==> src/rtl/hub75_column_driver.sv <==
// hub75_column_driver
// Captures one column pair from the frame manager and drives a HUB75 panel
// using binary-coded modulation: per bitplane it shifts NUM_ROWS pixels,
// blanks, latches, then enables the LEDs for BASE_ON<<plane cycles.
//
// Ports:
//   clk_in       system clock
//   rst_in       asynchronous active-low reset
//   columns      [0] upper-half column, [1] lower-half column, {R,G,B} pixels
//   col_num1     scan address of the pair
//   col_num2     unused, kept for interface compatibility
//   data_valid   one-cycle strobe qualifying columns/col_num1
//   hub75_ready  one-cycle pulse requesting the next pair
//   rgb0/rgb1    {R,G,B} bits of the current plane for upper/lower half
//   addr         panel scan address
//   clk_out      panel shift clock
//   lat          panel latch
//   oe_n         panel output enable, active-low
//
// Every output is a flop. Each state's actions are registered, so the pins
// show a state's effect during the cycle after the state is evaluated.
module hub75_column_driver #(
    parameter int unsigned NUM_ROWS      = 64,
    parameter int unsigned SCAN_RATE     = 32,
    parameter int unsigned RGB_RES       = 9,
    parameter int unsigned BASE_ON       = 8,
    parameter int unsigned READY_TIMEOUT = 1024
) (
    input  logic                                     clk_in,
    input  logic                                     rst_in,
    input  logic [1:0][NUM_ROWS-1:0][RGB_RES-1:0]    columns,
    input  logic [$clog2(SCAN_RATE)-1:0]             col_num1,
    input  logic [$clog2(SCAN_RATE):0]               col_num2,
    input  logic                                     data_valid,
    output logic                                     hub75_ready,
    output logic [2:0]                               rgb0,
    output logic [2:0]                               rgb1,
    output logic [$clog2(SCAN_RATE)-1:0]             addr,
    output logic                                     clk_out,
    output logic                                     lat,
    output logic                                     oe_n
);

    localparam int unsigned ADDR_W   = $clog2(SCAN_RATE);
    localparam int unsigned BPC      = RGB_RES / 3;
    localparam int unsigned PIX_W    = (NUM_ROWS > 1) ? $clog2(NUM_ROWS) : 1;
    localparam int unsigned PLANE_W  = (BPC > 1) ? $clog2(BPC) : 1;
    localparam int unsigned SHOW_MAX = BASE_ON << (BPC - 1);
    localparam int unsigned SHOW_W   = $clog2(SHOW_MAX + 1);
    localparam int unsigned TMO_W    = $clog2(READY_TIMEOUT);

    typedef enum logic [2:0] {
        ST_REQ,
        ST_WAIT,
        ST_SHIFT,
        ST_BLANK,
        ST_LATCH,
        ST_SHOW
    } state_e;

    state_e                                  state_q, state_d;
    logic [1:0][NUM_ROWS-1:0][RGB_RES-1:0]   cols_q, cols_d;
    logic [ADDR_W-1:0]                       col_q, col_d;
    logic [PLANE_W-1:0]                      plane_q, plane_d;
    logic [PIX_W-1:0]                        pix_q, pix_d;
    logic                                    phase_q, phase_d;
    logic [TMO_W-1:0]                        tmo_q, tmo_d;
    logic [SHOW_W-1:0]                       show_q, show_d;

    logic                                    ready_q, ready_d;
    logic [2:0]                              rgb0_q, rgb0_d;
    logic [2:0]                              rgb1_q, rgb1_d;
    logic [ADDR_W-1:0]                       addr_q, addr_d;
    logic                                    clk_out_q, clk_out_d;
    logic                                    lat_q, lat_d;
    logic                                    oe_n_q, oe_n_d;

    logic [SHOW_W-1:0]                       show_len_c;
    logic                                    unused_col_num2;

    assign unused_col_num2 = ^col_num2;

    // On-time of the current bitplane: binary weighting of BASE_ON.
    assign show_len_c = SHOW_W'(BASE_ON) << plane_q;

    // Pick bit `pl` of each colour channel of a packed {R,G,B} pixel.
    function automatic logic [2:0] plane_bits(input logic [RGB_RES-1:0] px,
                                              input logic [PLANE_W-1:0] pl);
        logic [BPC-1:0] r;
        logic [BPC-1:0] g;
        logic [BPC-1:0] b;
        r = px[3*BPC-1 -: BPC];
        g = px[2*BPC-1 -: BPC];
        b = px[BPC-1:0];
        return {r[pl], g[pl], b[pl]};
    endfunction

    // Next-state and registered-output decode.
    always_comb begin
        state_d   = state_q;
        cols_d    = cols_q;
        col_d     = col_q;
        plane_d   = plane_q;
        pix_d     = pix_q;
        phase_d   = phase_q;
        tmo_d     = tmo_q;
        show_d    = show_q;
        ready_d   = 1'b0;
        rgb0_d    = rgb0_q;
        rgb1_d    = rgb1_q;
        addr_d    = addr_q;
        clk_out_d = 1'b0;
        lat_d     = 1'b0;
        oe_n_d    = 1'b1;

        unique case (state_q)
            ST_REQ: begin
                ready_d = 1'b1;
                tmo_d   = '0;
                state_d = ST_WAIT;
            end

            // Capture has priority over the timeout on the expiry cycle.
            // Expiry at READY_TIMEOUT-2 makes the ready period READY_TIMEOUT
            // once the REQ cycle is counted.
            ST_WAIT: begin
                if (data_valid) begin
                    cols_d  = columns;
                    col_d   = col_num1;
                    plane_d = '0;
                    pix_d   = '0;
                    phase_d = 1'b0;
                    state_d = ST_SHIFT;
                end else if (tmo_q == TMO_W'(READY_TIMEOUT - 2)) begin
                    state_d = ST_REQ;
                end else begin
                    tmo_d = tmo_q + TMO_W'(1);
                end
            end

            // Phase A presents data with clk_out low, phase B raises clk_out.
            ST_SHIFT: begin
                if (!phase_q) begin
                    rgb0_d  = plane_bits(cols_q[0][pix_q], plane_q);
                    rgb1_d  = plane_bits(cols_q[1][pix_q], plane_q);
                    phase_d = 1'b1;
                end else begin
                    clk_out_d = 1'b1;
                    phase_d   = 1'b0;
                    if (pix_q == PIX_W'(NUM_ROWS - 1)) begin
                        pix_d   = '0;
                        state_d = ST_BLANK;
                    end else begin
                        pix_d = pix_q + PIX_W'(1);
                    end
                end
            end

            ST_BLANK: begin
                addr_d  = col_q;
                state_d = ST_LATCH;
            end

            ST_LATCH: begin
                lat_d   = 1'b1;
                show_d  = '0;
                state_d = ST_SHOW;
            end

            ST_SHOW: begin
                oe_n_d = 1'b0;
                if (show_q == show_len_c - SHOW_W'(1)) begin
                    if (plane_q == PLANE_W'(BPC - 1)) begin
                        state_d = ST_REQ;
                    end else begin
                        plane_d = plane_q + PLANE_W'(1);
                        pix_d   = '0;
                        phase_d = 1'b0;
                        state_d = ST_SHIFT;
                    end
                end else begin
                    show_d = show_q + SHOW_W'(1);
                end
            end

            default: begin
                state_d = ST_REQ;
            end
        endcase
    end

    // State, datapath and output registers.
    always_ff @(posedge clk_in or negedge rst_in) begin
        if (!rst_in) begin
            state_q   <= ST_REQ;
            cols_q    <= '0;
            col_q     <= '0;
            plane_q   <= '0;
            pix_q     <= '0;
            phase_q   <= 1'b0;
            tmo_q     <= '0;
            show_q    <= '0;
            ready_q   <= 1'b0;
            rgb0_q    <= '0;
            rgb1_q    <= '0;
            addr_q    <= '0;
            clk_out_q <= 1'b0;
            lat_q     <= 1'b0;
            oe_n_q    <= 1'b1;
        end else begin
            state_q   <= state_d;
            cols_q    <= cols_d;
            col_q     <= col_d;
            plane_q   <= plane_d;
            pix_q     <= pix_d;
            phase_q   <= phase_d;
            tmo_q     <= tmo_d;
            show_q    <= show_d;
            ready_q   <= ready_d;
            rgb0_q    <= rgb0_d;
            rgb1_q    <= rgb1_d;
            addr_q    <= addr_d;
            clk_out_q <= clk_out_d;
            lat_q     <= lat_d;
            oe_n_q    <= oe_n_d;
        end
    end

    assign hub75_ready = ready_q;
    assign rgb0        = rgb0_q;
    assign rgb1        = rgb1_q;
    assign addr        = addr_q;
    assign clk_out     = clk_out_q;
    assign lat         = lat_q;
    assign oe_n        = oe_n_q;

endmodule

==> config.mk <==
export PLATFORM = sky130hd
export DESIGN_NAME = hub75_column_driver
export DESIGN_NICKNAME = d
export VERILOG_FILES = /design/src/rtl/hub75_column_driver.sv
export SDC_FILE = /design/constraint.sdc
export NUM_CORES = 2
export LEC_CHECK = 0
export CAP_MARGIN = 10
export CORE_AREA = 3 3 454 456
export DETAILED_ROUTE_END_ITERATION = 10
export DIE_AREA = 0 0 457 459
export SLEW_MARGIN = 30
export SYNTH_ARGS = -nofsm -noshare
export SYNTH_HDL_FRONTEND = slang
export SYNTH_SLANG_ARGS = --single-unit
==> constraint.sdc <==
create_clock -name clk_in -period 3.65 [get_ports clk_in]
set_input_delay 0.9125 -clock clk_in [delete_from_list [all_inputs] [get_ports clk_in]]
set_output_delay 0.9125 -clock clk_in [all_outputs]
set_load 0.05 [all_outputs]
# ---- After elaboration in Yosys (flattened, before gate mapping)
# Cells that the tools add are included.
dict set report word_totals {
  input_bits 1166
  word_cells 230
  reg_bits 1200
}
dict set report classes {
  n_shift 1
  muxes 48
  n_eq_ne 18
  magnitude_cmp 2
  n_addsub 5
  n_reduce_logical 13
  bitwise_logic 1
}
# op n
set op_table {}
lappend op_table {{binary-select mux 9 bit (select 6 bit)} 2}
lappend op_table {{two-way mux 6 bit} 6}
lappend op_table {{two-way mux 10 bit} 2}
lappend op_table {{one-hot mux 10 bit (2 select lines)} 1}
lappend op_table {{two-way mux 9 bit} 2}
lappend op_table {{one-hot mux 3 bit (6 select lines)} 1}
lappend op_table {{one-hot mux 6 bit (3 select lines)} 1}
lappend op_table {{inequality test 2 bit, second input constant} 8}
lappend op_table {{two-way mux 1 bit} 15}
lappend op_table {{two-way mux 3 bit} 5}
lappend op_table {{adder 6 x 1 -> 6 bit, second input constant} 2}
lappend op_table {{binary-select mux 1 bit (select 2 bit)} 6}
lappend op_table {{one-hot mux 6 bit (2 select lines)} 1}
lappend op_table {{AND reduction 4 bit} 3}
lappend op_table {{adder 10 x 1 -> 10 bit, second input constant} 1}
lappend op_table {{equality test 10 bit, second input constant} 1}
lappend op_table {{two-way mux 2 bit} 4}
lappend op_table {{< comparator 6 x 7 -> 1 bit, second input constant} 1}
lappend op_table {{equality test 3 x 2 -> 1 bit, second input constant} 2}
lappend op_table {{equality test 3 bit, second input constant} 2}
lappend op_table {{equality test 6 bit} 1}
lappend op_table {{equality test 6 bit, second input constant} 1}
lappend op_table {{AND reduction 2 bit} 3}
lappend op_table {{nonzero test 2 bit} 3}
lappend op_table {{other kinds (14)} 14}

# ---- Logic depth before layout (Yosys ltp)
dict set report logic_depth {
  ltp_word 5
  ltp_mapped 11
}

# ---- Worst setup path before layout
# Ideal clock, no wire load.
dict set report synth_timing {
  kind {register -> register}
  start {register plane_q[0]}
  end {register pix_q[5]}
  setup_time_ps 78
  arrival_ps 2446
  path_buffers 1
  stages_incl_launch_ff 10
  synth_period_minus_slack_ps 2524
  path_slack_ps 1126
  path_cell_list {dfrtp_1 clkbuf_1 inv_1 ha_1 nand2b_1 mux2i_1 a41oi_1 nor4_1 or3b_1 a21oi_1}
}
dict set report synth_between {
  elab_chain_cells 5
  elab_cells_between_ends 7
  cone_classes {add/sub: 1; eq/ne: 4; shift: 1; reduce/logical: 1}
}
# item line
set synth_lines {}
lappend synth_lines {{start: declaration} 64} ;# logic [PLANE_W-1:0] plane_q, plane_d;
lappend synth_lines {{start signal: assignment} 214} ;# plane_q <= plane_d;
lappend synth_lines {{<< shifter 4 x 2 -> 6 bit} 84} ;# assign show_len_c = SHOW_W'(BASE_ON) << plane_q;
lappend synth_lines {{subtractor 6 x 1 -> 6 bit} 172} ;# if (show_q == show_len_c - SHOW_W'(1)) begin
lappend synth_lines {{equality test 6 bit} 172}
lappend synth_lines {{inequality test 2 bit (no source line)} n/a}
lappend synth_lines {{AND reduction 5 bit (no source line) *} n/a}
lappend synth_lines {{end signal: assignment} 215} ;# pix_q <= pix_d;
lappend synth_lines {{end: declaration} 65} ;# logic [PIX_W-1:0] pix_q, pix_d;
# Mark *: on every way between the ends. The rest lies on a longest branch, timed or not.
# A chain may end at the register's enable or synchronous reset.

# ---- Worst setup path after layout
dict set report layout_timing {
  start {register pix_q[1]}
  end {register rgb1_q[0], in the netlist rgb1[0]}
}
dict set report layout_between {
  elab_chain_cells 4
}
# item line
set layout_lines {}
lappend layout_lines {{binary-select mux 9 bit (select 6 bit)} 145} ;# rgb1_d = plane_bits(cols_q[1][pix_q], plane_q);
lappend layout_lines {{two-way mux 9 bit (implied by the code)} 145}
lappend layout_lines {{binary-select mux 1 bit (select 2 bit)} 95} ;# return {r[pl], g[pl], b[pl]};
lappend layout_lines {{two-way mux 1 bit (implied by the code)} 95}
lappend layout_lines {{end signal: assignment} 221} ;# rgb1_q <= rgb1_d;
lappend layout_lines {{end: declaration} 72} ;# logic [2:0] rgb1_q, rgb1_d;
# No other way between the ends. The select of a mux whose other input is x is not followed.

==> out/results.txt <==
The run finished with clean final reports. TritonCTS built the clock tree. The tools report the final non-filler cell area as 74270 sq um. In the final layout, the multi-input gates occupy 22450 sq um. The logs give 0.3675 for the core occupancy in the finished layout and 0.3857 for the remaining max-slew budget at the tightest pin. The number of synthesized register bits is 1200, and the remaining antenna violation count is 0. The tree built by TritonCTS fans out to 1200 sinks. Most instantiated flip-flop cell in the synthesis netlist: sky130_fd_sc_hd__dfrtp_1. The post-detailed-route via-to-cell ratio works out to 4.808. The count of TritonRoute iterations in the first routing pass is 5, and the proportion of synthesized flip-flops having asynchronous set or reset is 1.000.

Along the worst path, the maximum fanout reaches 26. The run gives 0 as the quantity of hold-fixing buffers added after cts. The critical path starts at pix_q[1]. The final period utilization was 0.9074; the minimum setup slack among reg-to-reg paths was 0.34 ns. The height of the die is 459 um.

Dividing the synthesized area by the synthesized cell count gives 16.29 sq um. The analysis attributes to net switching a power of 0.01741 W. Adding up every negative setup slack in the final design gives 0 ns. The total number of nets in the final design came out at 5724. The register share of total power was 0.413. The root buffer cell is sky130_fd_sc_hd__clkbuf_16. The launching element type of the critical path is a flip-flop. The standard cell core area was 202100 sq um; the clock skew was 0.02753 ns. For the worst path required time, the log shows 4.27 ns.

For the post-synthesis instance area, the log shows 53660 sq um. Dividing total power by cell area gives a power density of 775.4 nW/um^2. The logs give 209800 sq um for the total die area and 0 for the count of final max-slew check failures.

Static timing analysis puts the maximum clock frequency at 301.9 MHz. The worst path in the final design needs a cycle of 3.312 ns, including I/O delays and setup. The logs give 0.05758 W for the total power consumption of the routed design and 1181 for the number of top-level pins. For the total placed instance area, the log shows 69430 sq um. The number of nets produced by synthesis is 4469. The endpoint identified for the worst register-to-register timing path is rgb1[0].

For this block, the routed nets add up to 220100 um of wire. The final number of hold-violating endpoints is 0, and the insertion delay to the later sink of the worst-skew pair is 0.76 ns. After detailed routing, the average wire length per cell comes to 29.79 um.

The effective utilization at floorplan is 0.2655, and the number of warnings printed during yosys synthesis is 0. For this run, design rule violations remaining after detail routing come to 0. The area growth from synthesis to layout is 38.40%. Share of total power in the clock network: 0.249. For the synthesized instance count, the log shows 3295.

VDD sags by at most 0.0004325 V. Once the clock tree was built, the setup fixing pass inserted 0 buffers. Across all layers, the routed design uses 35530 vias.

The synthesized netlist contains 55 unique library cells. The fraction of power consumed by combinational cells is 0.339. The DRC violation total after the first TritonRoute iteration was 2096; the maximum buffer depth of the clock tree was 3. The switching share of power came out at 0.3023.

The worst setup path is of the flip-flop to flip-flop kind. Following the worst setup path forward leads to its endpoint at rgb1[0]. Internal power comes to 0.04018 W. The startpoint identified for the worst register-to-register timing path is pix_q[1].

Entering global routing, the biggest net connects 90 pins. Input and output buffers added on the ports amount to 1174. The tools report the element type at the critical path end as a flip-flop. In this run, synthesis inferred 0 flip-flops with an integrated enable.

The die is 457 um wide. The sequential fraction of the synthesis area is 0.5596, and the instance count after placement with tap cells included is 7077. The min-delay analysis places its worst path in the category primary input to async pin. The floorplan has 165 rows. Measured in cells, the most critical reg-to-reg path has a length of 11.

Clock-pin slew was measured on the worst setup and hold paths at 0.06 ns. Counting the buffers created by CTS gives 143. The overall routing resource usage is 0.2055, and the signal arrival time at the worst endpoint is 3.93 ns. The tools report the leakage power total as 28.96 nW. The total of max-cap violations was 0; the final global-route overflow total was 0.

The HPWL after detailed placement is 173500 um. The filler cell count in the final layout is 19430, and the slew at the pin with the worst max-slew slack is 0.9185 ns. The initial antenna violation count is 128.

The congestion estimate from routability-driven global placement came to 0.8499. Leaving out filler cells and counting taps, the final layout contains 7389. The run gives 4 as the maximum level of the CTS H-tree.

Setup repair after global routing left no endpoint under its margin. Setup violations remaining at the end of the flow were counted as 0. The number of global-route vias before repair was 37930; the proportion of layout cells with a drive suffix above 1 was 0.4021. The run gives 30040 sq um as the register area.

Once the clock tree was built, the resizer swapped 0 gates to a different size. The first global-routing pass estimated 301600 um of wire.
logic make-up after synthesis:
kind of cell	after synthesis	synth area share
buffers and inverters	244	0.02285
flip-flops	1200	0.5596
adder cells (fa/ha/maj)	8	0.001865
AND/OR/NAND/NOR	124	0.01257
multiplexers	1483	0.3722
AO/OA/AOI/OAI	221	0.02845
XOR/XNOR	15	0.002448
state kept, by name, indices dropped and copies added (netlist names):
register / cells
addr: 5
clk_out: 1
col_q: 5
cols_q: 1152
hub75_ready: 1
lat: 1
oe_n: 1
phase_q: 1
pix_q: 6
plane_q: 2
rgb0: 3
rgb1: 3
show_q: 6
state_q: 3
tmo_q: 10
layout by cell type, fill, tap and decap left out, types with 6 or more instances in the layout:
cell	netlist	final
sky130_fd_sc_hd__o22ai_1	10	10
sky130_fd_sc_hd__clkdlybuf4s50_1	0	1172
sky130_fd_sc_hd__nand2_1	18	18
sky130_fd_sc_hd__nand3_1	7	7
sky130_fd_sc_hd__mux4_2	293	293
sky130_fd_sc_hd__mux2_2	1168	1168
sky130_fd_sc_hd__o21ai_0	28	28
sky130_fd_sc_hd__dfrtp_1	1199	1194
sky130_fd_sc_hd__and2_1	9	8
sky130_fd_sc_hd__diode_2	0	57
sky130_fd_sc_hd__clkbuf_8	0	30
sky130_fd_sc_hd__clkbuf_16	0	147
sky130_fd_sc_hd__a21oi_1	44	43
sky130_fd_sc_hd__nor2_1	27	26
sky130_fd_sc_hd__mux2i_1	22	22
sky130_fd_sc_hd__nor3_1	9	9
sky130_fd_sc_hd__a22o_1	10	10
sky130_fd_sc_hd__a21o_1	6	6
sky130_fd_sc_hd__xor2_1	10	10
sky130_fd_sc_hd__o211ai_1	6	6
sky130_fd_sc_hd__buf_12	0	42
sky130_fd_sc_hd__a221oi_1	17	17
sky130_fd_sc_hd__o221ai_1	11	11
sky130_fd_sc_hd__clkbuf_1	54	39
sky130_fd_sc_hd__a22oi_1	63	63
sky130_fd_sc_hd__nand2b_1	8	7
sky130_fd_sc_hd__clkinv_2	0	19
sky130_fd_sc_hd__ha_1	8	8
sky130_fd_sc_hd__buf_4	15	134
sky130_fd_sc_hd__nand3b_1	7	7
sky130_fd_sc_hd__nor4_1	8	8
sky130_fd_sc_hd__nand4_1	10	10
through the flow:
stage | worst slack, ns | hold WS [ns]
2_1_floorplan | 1.126 | 0.4716
3_3_place_gp | 0.3246 | 0.4829
3_5_place_dp | 0.3401 | 0.4898
4_1_cts | 0.3453 | 0.07467
5_1_grt | 0.1858 | 0.06865
6_report | 0.3380 | 0.07211
per-layer routing:
metal | share of wire | wire (um) | vias to the layer above | global-route usage
met5 | 0.0024 | 522 | - | 0
met1 | 0.40 | 88960 | 18680 | 0.2537
met4 | 0.028 | 6202 | 84 | 0.06612
met3 | 0.087 | 19150 | 331 | 0.07325
li1 | - | - | 15120 | -
met2 | 0.48 | 105300 | 1308 | 0.3351
power groups by stage:
stage,Sequential [W],Combinational [W],Clock (W)
after floorplan,0.0225,0.0136,0
after global placement,0.0237,0.0195,0
after detailed placement,0.0240,0.0198,0
after CTS,0.0238,0.0199,0.0147
after global routing,0.0246,0.0210,0.0152
final,0.0238,0.0195,0.0143
area by class of cell:
class	count	share of cell area
repair buffers	1348	0.1828
inverters	6	0.0003032
clock inverters	39	0.006031
flip-flops and latches	1200	0.4045
clock buffers	216	0.05706
multi-input cells	1851	0.3023
diodes	57	0.001921
well taps	2672	0.04502
synthesized netlist by cell type, types with 3 or more instances:
library cell,n,share of area
sky130_fd_sc_hd__o22ai_1,10,0.0012
sky130_fd_sc_hd__buf_2,149,0.014
sky130_fd_sc_hd__o31ai_1,5,0.00070
sky130_fd_sc_hd__o32ai_1,5,0.00082
sky130_fd_sc_hd__a31oi_1,3,0.00035
sky130_fd_sc_hd__nor2_1,27,0.0019
sky130_fd_sc_hd__dfrtp_1,1199,0.56
sky130_fd_sc_hd__a22o_1,10,0.0016
sky130_fd_sc_hd__a21o_1,6,0.00084
sky130_fd_sc_hd__o21a_1,5,0.00070
sky130_fd_sc_hd__nor2b_1,5,0.00058
sky130_fd_sc_hd__xor2_1,10,0.0016
sky130_fd_sc_hd__nor3b_1,3,0.00042
sky130_fd_sc_hd__mux2_2,1168,0.25
sky130_fd_sc_hd__nand3_1,7,0.00065
sky130_fd_sc_hd__buf_4,15,0.0021
sky130_fd_sc_hd__a22oi_1,63,0.0088
sky130_fd_sc_hd__nor3_1,9,0.00084
sky130_fd_sc_hd__and2_1,9,0.0010
sky130_fd_sc_hd__o221ai_1,11,0.0018
sky130_fd_sc_hd__xnor2_1,5,0.00082
sky130_fd_sc_hd__mux2i_1,22,0.0041
sky130_fd_sc_hd__nand2b_1,8,0.00093
sky130_fd_sc_hd__and3_1,3,0.00035
sky130_fd_sc_hd__nand2_1,18,0.0013
sky130_fd_sc_hd__mux4_2,293,0.12
sky130_fd_sc_hd__a221oi_1,17,0.0028
sky130_fd_sc_hd__nand3b_1,7,0.00098
sky130_fd_sc_hd__nor4_1,8,0.00093
sky130_fd_sc_hd__a21oi_1,44,0.0041
sky130_fd_sc_hd__inv_1,5,0.00035
sky130_fd_sc_hd__buf_1,11,0.00077
sky130_fd_sc_hd__nand4_1,10,0.0012
sky130_fd_sc_hd__ha_1,8,0.0019
sky130_fd_sc_hd__o211ai_1,6,0.00084
sky130_fd_sc_hd__buf_6,9,0.0019
sky130_fd_sc_hd__o21ai_0,28,0.0026
sky130_fd_sc_hd__clkbuf_1,54,0.0038
worst max-delay path, cell delays in order (launching register included):
cell and delay [ns]:
sky130_fd_sc_hd__dfrtp_4 0.44, sky130_fd_sc_hd__buf_12 0.23, sky130_fd_sc_hd__buf_4 0.28, sky130_fd_sc_hd__buf_4 0.19, sky130_fd_sc_hd__mux4_2 0.31, sky130_fd_sc_hd__a22o_1 0.25, sky130_fd_sc_hd__a221oi_1 0.53, sky130_fd_sc_hd__buf_4 0.27
sky130_fd_sc_hd__o211ai_1 0.09, sky130_fd_sc_hd__buf_4 0.20, sky130_fd_sc_hd__nor3_1 0.19, sky130_fd_sc_hd__o31ai_1 0.09
worst min path at each step:
stage | from | endpoint | slack (ns)
final | rst_in | cols_q[693] | 0.07
after global routing | rst_in | cols_q[693] | 0.07
after CTS | rst_in | cols_q[693] | 0.07
after detailed placement | cols_q[350] | cols_q[350] | 0.49
after global placement | cols_q[561] | cols_q[561] | 0.48
after floorplan | show_q[0] | show_q[0] | 0.47
Power figures use the tool's default switching activity.
